File: config.mk
export PLATFORM = sky130hd
export DESIGN_NAME = imem_loader
export DESIGN_NICKNAME = d
export VERILOG_FILES = /design/src/rtl/loader_pkg.sv /design/src/rtl/byte_packer.sv /design/src/rtl/imem_loader.sv
export SDC_FILE = /design/constraint.sdc
export NUM_CORES = 1
export LEC_CHECK = 0
export ABC_CLOCK_PERIOD_IN_PS = 7600
export CORE_MARGIN = 5
export CORE_UTILIZATION = 45
export DETAILED_ROUTE_END_ITERATION = 12
export GPL_TIMING_DRIVEN = 0
export PLACE_DENSITY = 0.69
export SKIP_LAST_GASP = 1
export SYNTH_ARGS = -nofsm -noshare
export SYNTH_HDL_FRONTEND = slang
export SYNTH_SLANG_ARGS = --single-unit
export TNS_END_PERCENT = 10
File: constraint.sdc
create_clock -name clk -period 7.6 [get_ports clk]
set_input_delay 2.28 -clock clk [delete_from_list [all_inputs] [get_ports clk]]
set_output_delay 2.28 -clock clk [all_outputs]
set_load 0.05 [all_outputs]
File: src/rtl/loader_pkg.sv
// Shared definitions for the instruction-memory loader: FSM encoding,
// default program-length limit and the word-address helper.
package loader_pkg;

  localparam int MAX_WORDS_DEFAULT = 1024;

  typedef enum logic [2:0] {
    ST_IDLE  = 3'd0,
    ST_HDR   = 3'd1,
    ST_LOAD  = 3'd2,
    ST_WRITE = 3'd3,
    ST_VRD   = 3'd4,
    ST_VCHK  = 3'd5,
    ST_DONE  = 3'd6,
    ST_ERR   = 3'd7
  } state_t;

  function automatic logic [31:0] word_addr(input logic [31:0] base, input logic [31:0] idx);
    return base + {idx[29:0], 2'b00};
  endfunction

endpackage

File: src/rtl/byte_packer.sv
// Collects a big-endian byte stream into 32-bit words; word_ready marks the
// cycle in which the fourth byte is accepted, with the full word on word_next.
module byte_packer (
  input  logic        clk,
  input  logic        reset,
  input  logic        clear,
  input  logic        byte_en,
  input  logic [7:0]  data,
  output logic [31:0] word_next,
  output logic        word_ready
);

  logic [1:0]  cnt_r;
  logic [23:0] part_r;

  // The fourth byte is merged combinationally so the word is usable in the accept cycle.
  assign word_next  = {part_r, data};
  assign word_ready = byte_en && (cnt_r == 2'd3);

  // Byte counter and partial-word shift register; both hold while no byte transfers.
  always_ff @(posedge clk or negedge reset) begin
    if (!reset) begin
      cnt_r  <= 2'd0;
      part_r <= 24'd0;
    end else if (clear) begin
      cnt_r  <= 2'd0;
      part_r <= 24'd0;
    end else if (byte_en) begin
      cnt_r  <= cnt_r + 2'd1;
      part_r <= {part_r[15:0], data};
    end else begin
      cnt_r  <= cnt_r;
      part_r <= part_r;
    end
  end

endmodule

File: src/rtl/imem_loader.sv
// Streams a length-prefixed program into instruction memory, reads it back to
// verify an XOR checksum, and holds the CPU fetch stage until the load is good.
module imem_loader
  import loader_pkg::*;
#(
  parameter logic [31:0] BASE_ADDR = 32'h00000000,
  parameter int          MAX_WORDS = MAX_WORDS_DEFAULT
) (
  input  logic        clk,
  input  logic        reset,
  input  logic        start,
  input  logic        in_valid,
  input  logic [7:0]  in_data,
  output logic        in_ready,
  output logic        mem_cs,
  output logic        mem_oe,
  output logic        mem_we,
  output logic [31:0] mem_addr,
  output logic [31:0] mem_din,
  input  logic [31:0] mem_dout,
  output logic        cpu_hold,
  output logic        done,
  output logic        error
);

  localparam int WCW = $clog2(MAX_WORDS + 1);

  state_t           state_r, next_state_s;
  logic [WCW-1:0]   k_r, k_s, n_r, n_s;
  logic [31:0]      csum_r, csum_s, rb_r, rb_s;
  logic             done_s, error_s;
  logic             cs_s, oe_s, we_s;
  logic [31:0]      addr_s, din_s;
  logic             clear_s, byte_en_s, word_ready_s;
  logic [31:0]      word_next_s;

  assign byte_en_s = in_valid && in_ready;

  byte_packer u_packer (
    .clk        (clk),
    .reset      (reset),
    .clear      (clear_s),
    .byte_en    (byte_en_s),
    .data       (in_data),
    .word_next  (word_next_s),
    .word_ready (word_ready_s)
  );

  // Next-state, datapath and next memory-strobe computation.
  always_comb begin
    next_state_s = state_r;
    k_s          = k_r;
    n_s          = n_r;
    csum_s       = csum_r;
    rb_s         = rb_r;
    done_s       = done;
    error_s      = error;
    cs_s         = 1'b0;
    oe_s         = 1'b0;
    we_s         = 1'b0;
    addr_s       = 32'd0;
    din_s        = 32'd0;
    clear_s      = 1'b0;
    case (state_r)
      ST_IDLE, ST_DONE, ST_ERR: begin
        if (start) begin
          next_state_s = ST_HDR;
          k_s          = '0;
          n_s          = '0;
          csum_s       = 32'd0;
          rb_s         = 32'd0;
          done_s       = 1'b0;
          error_s      = 1'b0;
          clear_s      = 1'b1;
        end else begin
          next_state_s = state_r;
        end
      end
      ST_HDR: begin
        if (word_ready_s) begin
          if ((word_next_s == 32'd0) || (word_next_s > 32'(MAX_WORDS))) begin
            next_state_s = ST_ERR;
            error_s      = 1'b1;
          end else begin
            next_state_s = ST_LOAD;
            n_s          = WCW'(word_next_s);
          end
        end else begin
          next_state_s = ST_HDR;
        end
      end
      ST_LOAD: begin
        if (word_ready_s) begin
          next_state_s = ST_WRITE;
          cs_s         = 1'b1;
          we_s         = 1'b1;
          addr_s       = word_addr(BASE_ADDR, 32'(k_r));
          din_s        = word_next_s;
          csum_s       = csum_r ^ word_next_s;
        end else begin
          next_state_s = ST_LOAD;
        end
      end
      ST_WRITE: begin
        if ((k_r + WCW'(1)) < n_r) begin
          next_state_s = ST_LOAD;
          k_s          = k_r + WCW'(1);
        end else begin
          next_state_s = ST_VRD;
          k_s          = '0;
          cs_s         = 1'b1;
          oe_s         = 1'b1;
          addr_s       = BASE_ADDR;
        end
      end
      ST_VRD: begin
        // Data for read k-1 arrives in the cycle read k is presented.
        if (k_r != '0) begin
          rb_s = rb_r ^ mem_dout;
        end else begin
          rb_s = rb_r;
        end
        if ((k_r + WCW'(1)) < n_r) begin
          next_state_s = ST_VRD;
          k_s          = k_r + WCW'(1);
          cs_s         = 1'b1;
          oe_s         = 1'b1;
          addr_s       = word_addr(BASE_ADDR, 32'(k_r + WCW'(1)));
        end else begin
          next_state_s = ST_VCHK;
          k_s          = '0;
        end
      end
      ST_VCHK: begin
        rb_s = rb_r ^ mem_dout;
        if ((rb_r ^ mem_dout) == csum_r) begin
          next_state_s = ST_DONE;
          done_s       = 1'b1;
        end else begin
          next_state_s = ST_ERR;
          error_s      = 1'b1;
        end
      end
      default: begin
        next_state_s = ST_IDLE;
      end
    endcase
  end

  // State, counters and all outputs are registered from the next-state values.
  always_ff @(posedge clk or negedge reset) begin
    if (!reset) begin
      state_r  <= ST_IDLE;
      k_r      <= '0;
      n_r      <= '0;
      csum_r   <= 32'd0;
      rb_r     <= 32'd0;
      in_ready <= 1'b0;
      mem_cs   <= 1'b0;
      mem_oe   <= 1'b0;
      mem_we   <= 1'b0;
      mem_addr <= 32'd0;
      mem_din  <= 32'd0;
      cpu_hold <= 1'b0;
      done     <= 1'b0;
      error    <= 1'b0;
    end else begin
      state_r  <= next_state_s;
      k_r      <= k_s;
      n_r      <= n_s;
      csum_r   <= csum_s;
      rb_r     <= rb_s;
      in_ready <= (next_state_s == ST_HDR) || (next_state_s == ST_LOAD);
      mem_cs   <= cs_s;
      mem_oe   <= oe_s;
      mem_we   <= we_s;
      mem_addr <= addr_s;
      mem_din  <= din_s;
      cpu_hold <= !((next_state_s == ST_IDLE) || (next_state_s == ST_DONE));
      done     <= done_s;
      error    <= error_s;
    end
  end

endmodule

# [Yosys cells after proc, flatten, opt, wreduce, memory -nomap -nowiden]
# Index checks and enable logic that the tools add are counted.
[word_totals] reg_bits=186 input_bits=44 out_inout_bits=71 elab_cells=111
[classes] n_addsub=3 magnitude_cmp=2 n_eq_ne=20 mux=43 bitwise=2 reduce_logical=25
[op_table] cell="$mux W32" n=5
[op_table] cell="$pmux W32 S3" n=1
[op_table] cell="$pmux W32 S2" n=1
[op_table] cell="$xor A32 B32 Y32" n=2
[op_table] cell="$mux W24" n=2
[op_table] cell="$mux W11" n=4
[op_table] cell="$pmux W11 S2" n=2
[op_table] cell="$eq A32 B32 Y1" n=1
[op_table] cell="$gt A32 B11 Y1 const B" n=1
[op_table] cell="$logic_not A32 Y1" n=1
[op_table] cell="$pmux W14 S2" n=1
[op_table] cell="$pmux W3 S6" n=1
[op_table] cell="$eq A3 B3 Y1 const B" n=5
[op_table] cell="$mux W1" n=14
[op_table] cell="$mux W14" n=1
[op_table] cell="$mux W13" n=1
[op_table] cell="$add A11 B1 Y12 const B" n=1
[op_table] cell="$mux W3" n=4
[op_table] cell="$ne A2 B2 Y1 const B" n=6
[op_table] cell="$add A11 B1 Y11 const B" n=1
[op_table] cell="$lt A11 B11 Y1" n=1
[op_table] cell="$reduce_bool A11 Y1" n=1
[op_table] cell="$reduce_bool A2 Y1" n=5
[op_table] cell="$eq A3 B2 Y1 const B" n=3
[op_table] cell="other kinds (18)" n=30

# [Depth between registers and ports, before layout]
[logic_depth] word_depth=8 mapped_depth=16 depth_no_buf=13

# [Hierarchy]
# From an unflattened synthesis, not the netlist that was laid out.
[unflattened] cells_unflattened=783 hier_area_um2=8142.8
[by_module_without_submodules] module="imem_loader" instances=1 cells_per_inst=689 area_each_um2=6989.2 seq_area_each_um2=3503.4
[by_module_without_submodules] module="byte_packer" instances=1 cells_per_inst=94 area_each_um2=1153.6 seq_area_each_um2=650.6

# [Least setup slack after synthesis]
# OpenSTA, ideal clock, no wires.
[synth_path] path_type="input port to flip-flop" startpoint="input port in_data[3]" endpoint="register n_r[1]" setup_ps=120 arrival_ps=3796 required_ps=7480 path_slack_ps=3684 cell_stages=8 path_buffers=1 path_cell_list="nor4_1 > a31oi_1 > nor4b_4 > nand3_2 > a21oi_4 > buf_6 > nor2_1 > a31o_1"
[synth_via] elab_chain_cells=4 elab_cells_between_ends=5 classes_between="order compare: 1; eq/ne: 1; reduce/logical: 3"
[synth_lines] item="start, declared" line_no="imem_loader.sv:13" text="input logic [7:0] in_data,"
[synth_lines] item="$gt A32 B11 Y1 / $logic_not A32 Y1 (equally long branches)" line_no="imem_loader.sv:81" text="if ((word_next_s == 32'd0) || (word_next_s > 32'(MAX_WORDS))) begin"
[synth_lines] item="$logic_or A1 B1 Y1 *" line_no="imem_loader.sv:81"
[synth_lines] item="$ne A2 B2 Y1 (no line) *"
[synth_lines] item="$reduce_and A4 Y1 (no line) *"
[synth_lines] item="end signal, assigned" line_no="imem_loader.sv:170" text="n_r <= n_s;"
[synth_lines] item="end, declared" line_no="imem_loader.sv:29" text="logic [WCW-1:0] k_r, k_s, n_r, n_s;"
# Every way passes the cells marked *; elsewhere a longest branch is shown, timed or not.
# A chain may end at the register's enable or synchronous reset.

# [Worst setup path after layout]
[layout_path] startpoint="input port in_data[3]" endpoint="register n_r[4]"
# The elaborated chain is that of the path after synthesis.

==> results.tsv <==
stage	metric	value	unit
run	Max Cap Violations	0	
cells_and_area	nets@finish	1009	
cells_and_area	Post-Layout Cell Count	1194	
cells_and_area	cell area after layout	10000	µm²
setup_path	worst-case reg-to-reg path depth	14	
setup_path	reg2reg end	mem_addr[4]	
routing	DRC violations left	0	
routing	drt wl/cell	16.6	µm
routing	routed via count	6120	
setup_path	CP startpoint kind	input port	
logic_synthesis	Syn Area/Cell	9.87	µm²
timing	Final Max Slew Viols	0	
timing	Clock Skew	0.00629	ns
status	result of the run	finished, final reports clean	
hold_path	Min-Delay Path Depth	1	
place	GPL Wtd Cong	0.867	
clock_tree	hold_buf cts	0	
clock_tree	post-CTS sizing	0	
cells_and_area	fraction of layout cells with a size suffix above 1	7.05	%
floorplan	Die W	144	µm
clock_tree	clk_lat worst skew	0.42	ns
place	worst slack, placed	2.81	ns
grt	first-pass GRT wire length	31.6	mm
setup_path	r2r setup slk	3.95	ns
clock_tree	Root Buffer Master	clkbuf_16	
grt	pin count of the biggest net entering global routing	89	
clock_tree	Reg clk slew, reported paths	0.06	ns
hold_path	Hold EP	rb_r[4]	
setup_path	CP Cell Sequence	clkdlybuf4s50_1, nor4_1, a31oi_1, nor4b_4, nand3_2, a21oi_4, buf_6, nor2_1, a31o_1	
logic_synthesis	Post-Syn Area	8090	µm²
timing	Fin. Hold Viols	0	
grt	grt ovf	0	
timing	fmax	230	MHz
floorplan	Starting Density	45.4	%
floorplan	Core Rows	49	
setup_path	CP Class	input port to flop	
power_and_ir_drop	P per Cell Area	315	nW/µm²
power_and_ir_drop	leakage power	4.68	nW
logic_synthesis	synthesis-stage register bit count	166	
timing	setup violators final	0	
setup_path	Worst path max stage delay	0.53	ns
clock_tree	clock buffer depth	2	
cells_and_area	fill count	1562	
clock_tree	H-tree Lvls	4	
setup_path	Crit Reg-Reg Startpoint	k_r[2]	
timing	hold slack	0.504	ns
power_and_ir_drop	post-route total power	3.15	mW
grt	vias in the first global route	5932	
floorplan	io pins	115	
power_and_ir_drop	Max VDD drop	0.173	mV
setup_path	WP data required	7.91	ns
logic_synthesis	register area share after synthesis	51.3	%
hold_path	Worst Min Path Start	rb_r[4]	
floorplan	Die Y	144	µm
grt	initial antenna violation count	0	
routing	final wirelength	19.8	mm
logic_synthesis	Area contributors post-synth	dfrtp_1 (51%), nand2_1 (7.7%), xnor3_1 (7.0%)	
setup_path	CP bufs+invs	2	
cells_and_area	diode count	0	
timing	RSZ-0062 raised after global routing	no	
hold_path	Hold/Removal Path Class	flop to flop	
logic_synthesis	Mapped Cells	820	
floorplan	die area	20800	µm²
cells_and_area	area occupied by multi-input gates	3580	µm²
setup_path	CP Capture Type	flop	
routing	DR pass1 iterations	5	
setup_path	crit path max fanout	10	
timing	Least-Margin Pin Slew	0.888	ns
logic_synthesis	count of cell types in the netlist	43	
grt	Total GRT Usage	19.7	%
timing	Setup TNS	0	ns
timing	Final period util	57.3	%
clock_tree	CTS Buf Count	17	
routing	via-per-instance ratio	5.13	
place	Port Buffers	93	
setup_path	slowest CP cell	clkdlybuf4s50_1	
logic_synthesis	Synth top area share	51.3	%
routing	Final ANT Viol Nets	0	
clock_tree	CTS tree	yes	
cells_and_area	Reg area	4150	µm²
place	Placed Instances	1162	
cells_and_area	area grow syn2layout	23.6	%
clock_tree	post-CTS setup buffer count	0	
cells_and_area	final core occ	56.1	%
setup_path	crit path DAT	4.67	ns
place	Final HPWL DP	14.2	mm
setup_path	Top delay family on crit path	simple AND/OR/NAND/NOR gates	
timing	Final WS setup	3.25	ns
timing	Slew HR	40.5	%
floorplan	core area	17800	µm²
timing	post-layout min period	4.35	ns
place	DP Area	9410	µm²
routing	Initial DRC Count	469	
logic_synthesis	Synth area leader	dfrtp_1	
clock_tree	clock sink count	166	
logic_synthesis	synth warn	0	
==> placed cells by master, fill, tap and decap left out, types with 8 or more instances in the layout <==
master / count
a31o_1: 9
o21ai_0: 94
clkbuf_1: 38
nand4_1: 9
a21oi_1: 35
nand3_1: 11
ha_1: 13
nand2_1: 165
clkbuf_16: 17
and2_1: 34
clkdlybuf4s50_1: 92
buf_4: 22
nor2_1: 56
xnor3_1: 25
conb_1: 20
xor2_1: 8
nor4_1: 11
dfrtp_1: 166
xnor2_1: 46
inv_1: 25
==> cells in the mapped netlist, drive strengths merged <==
cell type  count
o21bai         1
clkbuf        37
o32ai          1
o31ai          3
nor4          11
o221ai         2
or2            2
and3           6
a31oi          4
dfrtp        166
conb           1
ha            13
nor2b          2
and2          34
nand3         12
a21oi         36
xnor2         46
o21ai         95
inv           26
nor2          56
or3            2
nor3           6
o211ai         1
a21o           1
nand4          9
nand2b         6
buf           27
o21a           1
nor3b          1
nor4b          1
nand2        165
o22ai          1
a31o          11
xor3           1
xnor3         25
xor2           8
==> worst max path at each step <==
stage | depth (start not counted) | to | slack (ns) | startpoint
detailed placement | 9 | n_r[4] | 2.81 | in_data[3]
CTS | 9 | n_r[4] | 3.27 | in_data[3]
global route | 9 | n_r[1] | 3.06 | in_data[3]
finish | 9 | n_r[4] | 3.25 | in_data[3]
global placement | 1 | mem_we | -2.71 | reset
floorplan | 8 | n_r[1] | 3.68 | in_data[3]
==> cells by family after synthesis <==
group | share of synthesized area (%)
adders and majority gates | 2.01
buffers and inverters | 5.35
other | 0.0463
and+or+nand+nor | 17.4
DFF | 51.3
AOI/OAI and AO/OA | 10.8
xor gates and xnor gates | 13.1
==> worst reg2reg max path, stage by stage (launching register included) <==
cell and delay (ns):
dfrtp_1 0.32, clkbuf_1 0.28, and3_1 0.21, and3_1 0.16, clkbuf_1 0.24, nand3_1 0.13, xor2_1 0.27, inv_1 0.10
ha_1 0.34, nand2_1 0.06, o21ai_0 0.24, nor3_1 0.07, o21ai_1 0.45, clkbuf_1 0.47, o21ai_0 0.17
==> metal layers <==
metal | vias to the layer above | global-route usage, % | wire length [µm] | share of wire (%)
li1 | 2946 | - | - | -
met3 | 27 | 4.00 | 966 | 4.9
met5 | - | 0 | 0 | 0
met2 | 183 | 29.7 | 9180 | 46
met4 | 0 | 6.54 | 420 | 2.1
met1 | 2964 | 28.6 | 9240 | 47
==> flip-flops by register name, summed over array words and instances, names as in the netlist <==
register and flops:
mem_cs 1, done 1, cpu_hold 1, state_r 3, mem_din 32, u_packer.part_r 24
in_ready 1, mem_addr 12, error 1, k_r 11, mem_we 1, csum_r 32
n_r 11, rb_r 32, mem_oe 1, u_packer.cnt_r 2
==> cell type report <==
cell class | instances | area share (%)
multi-input combinational | 583 | 35.8
clock inverter | 13 | 1.48
tap | 229 | 2.86
sequential | 166 | 41.5
timing repair buffer | 94 | 9.63
clock buffer | 19 | 4.43
buffer | 64 | 3.35
inverter | 26 | 0.975
==> power by group <==
| part | total (mW) | switching, mW | internal (mW) | leakage (nW) |
|---|---|---|---|---|
| Clock | 0.868 | 0.371 | 0.497 | 0.277 |
| Sequential | 1.20 | 0.144 | 1.05 | 2.26 |
| Combinational | 1.09 | 0.691 | 0.394 | 2.14 |
| Total | 3.15 | 1.21 | 1.95 | 4.68 |
(Power assumes the default switching activity.)
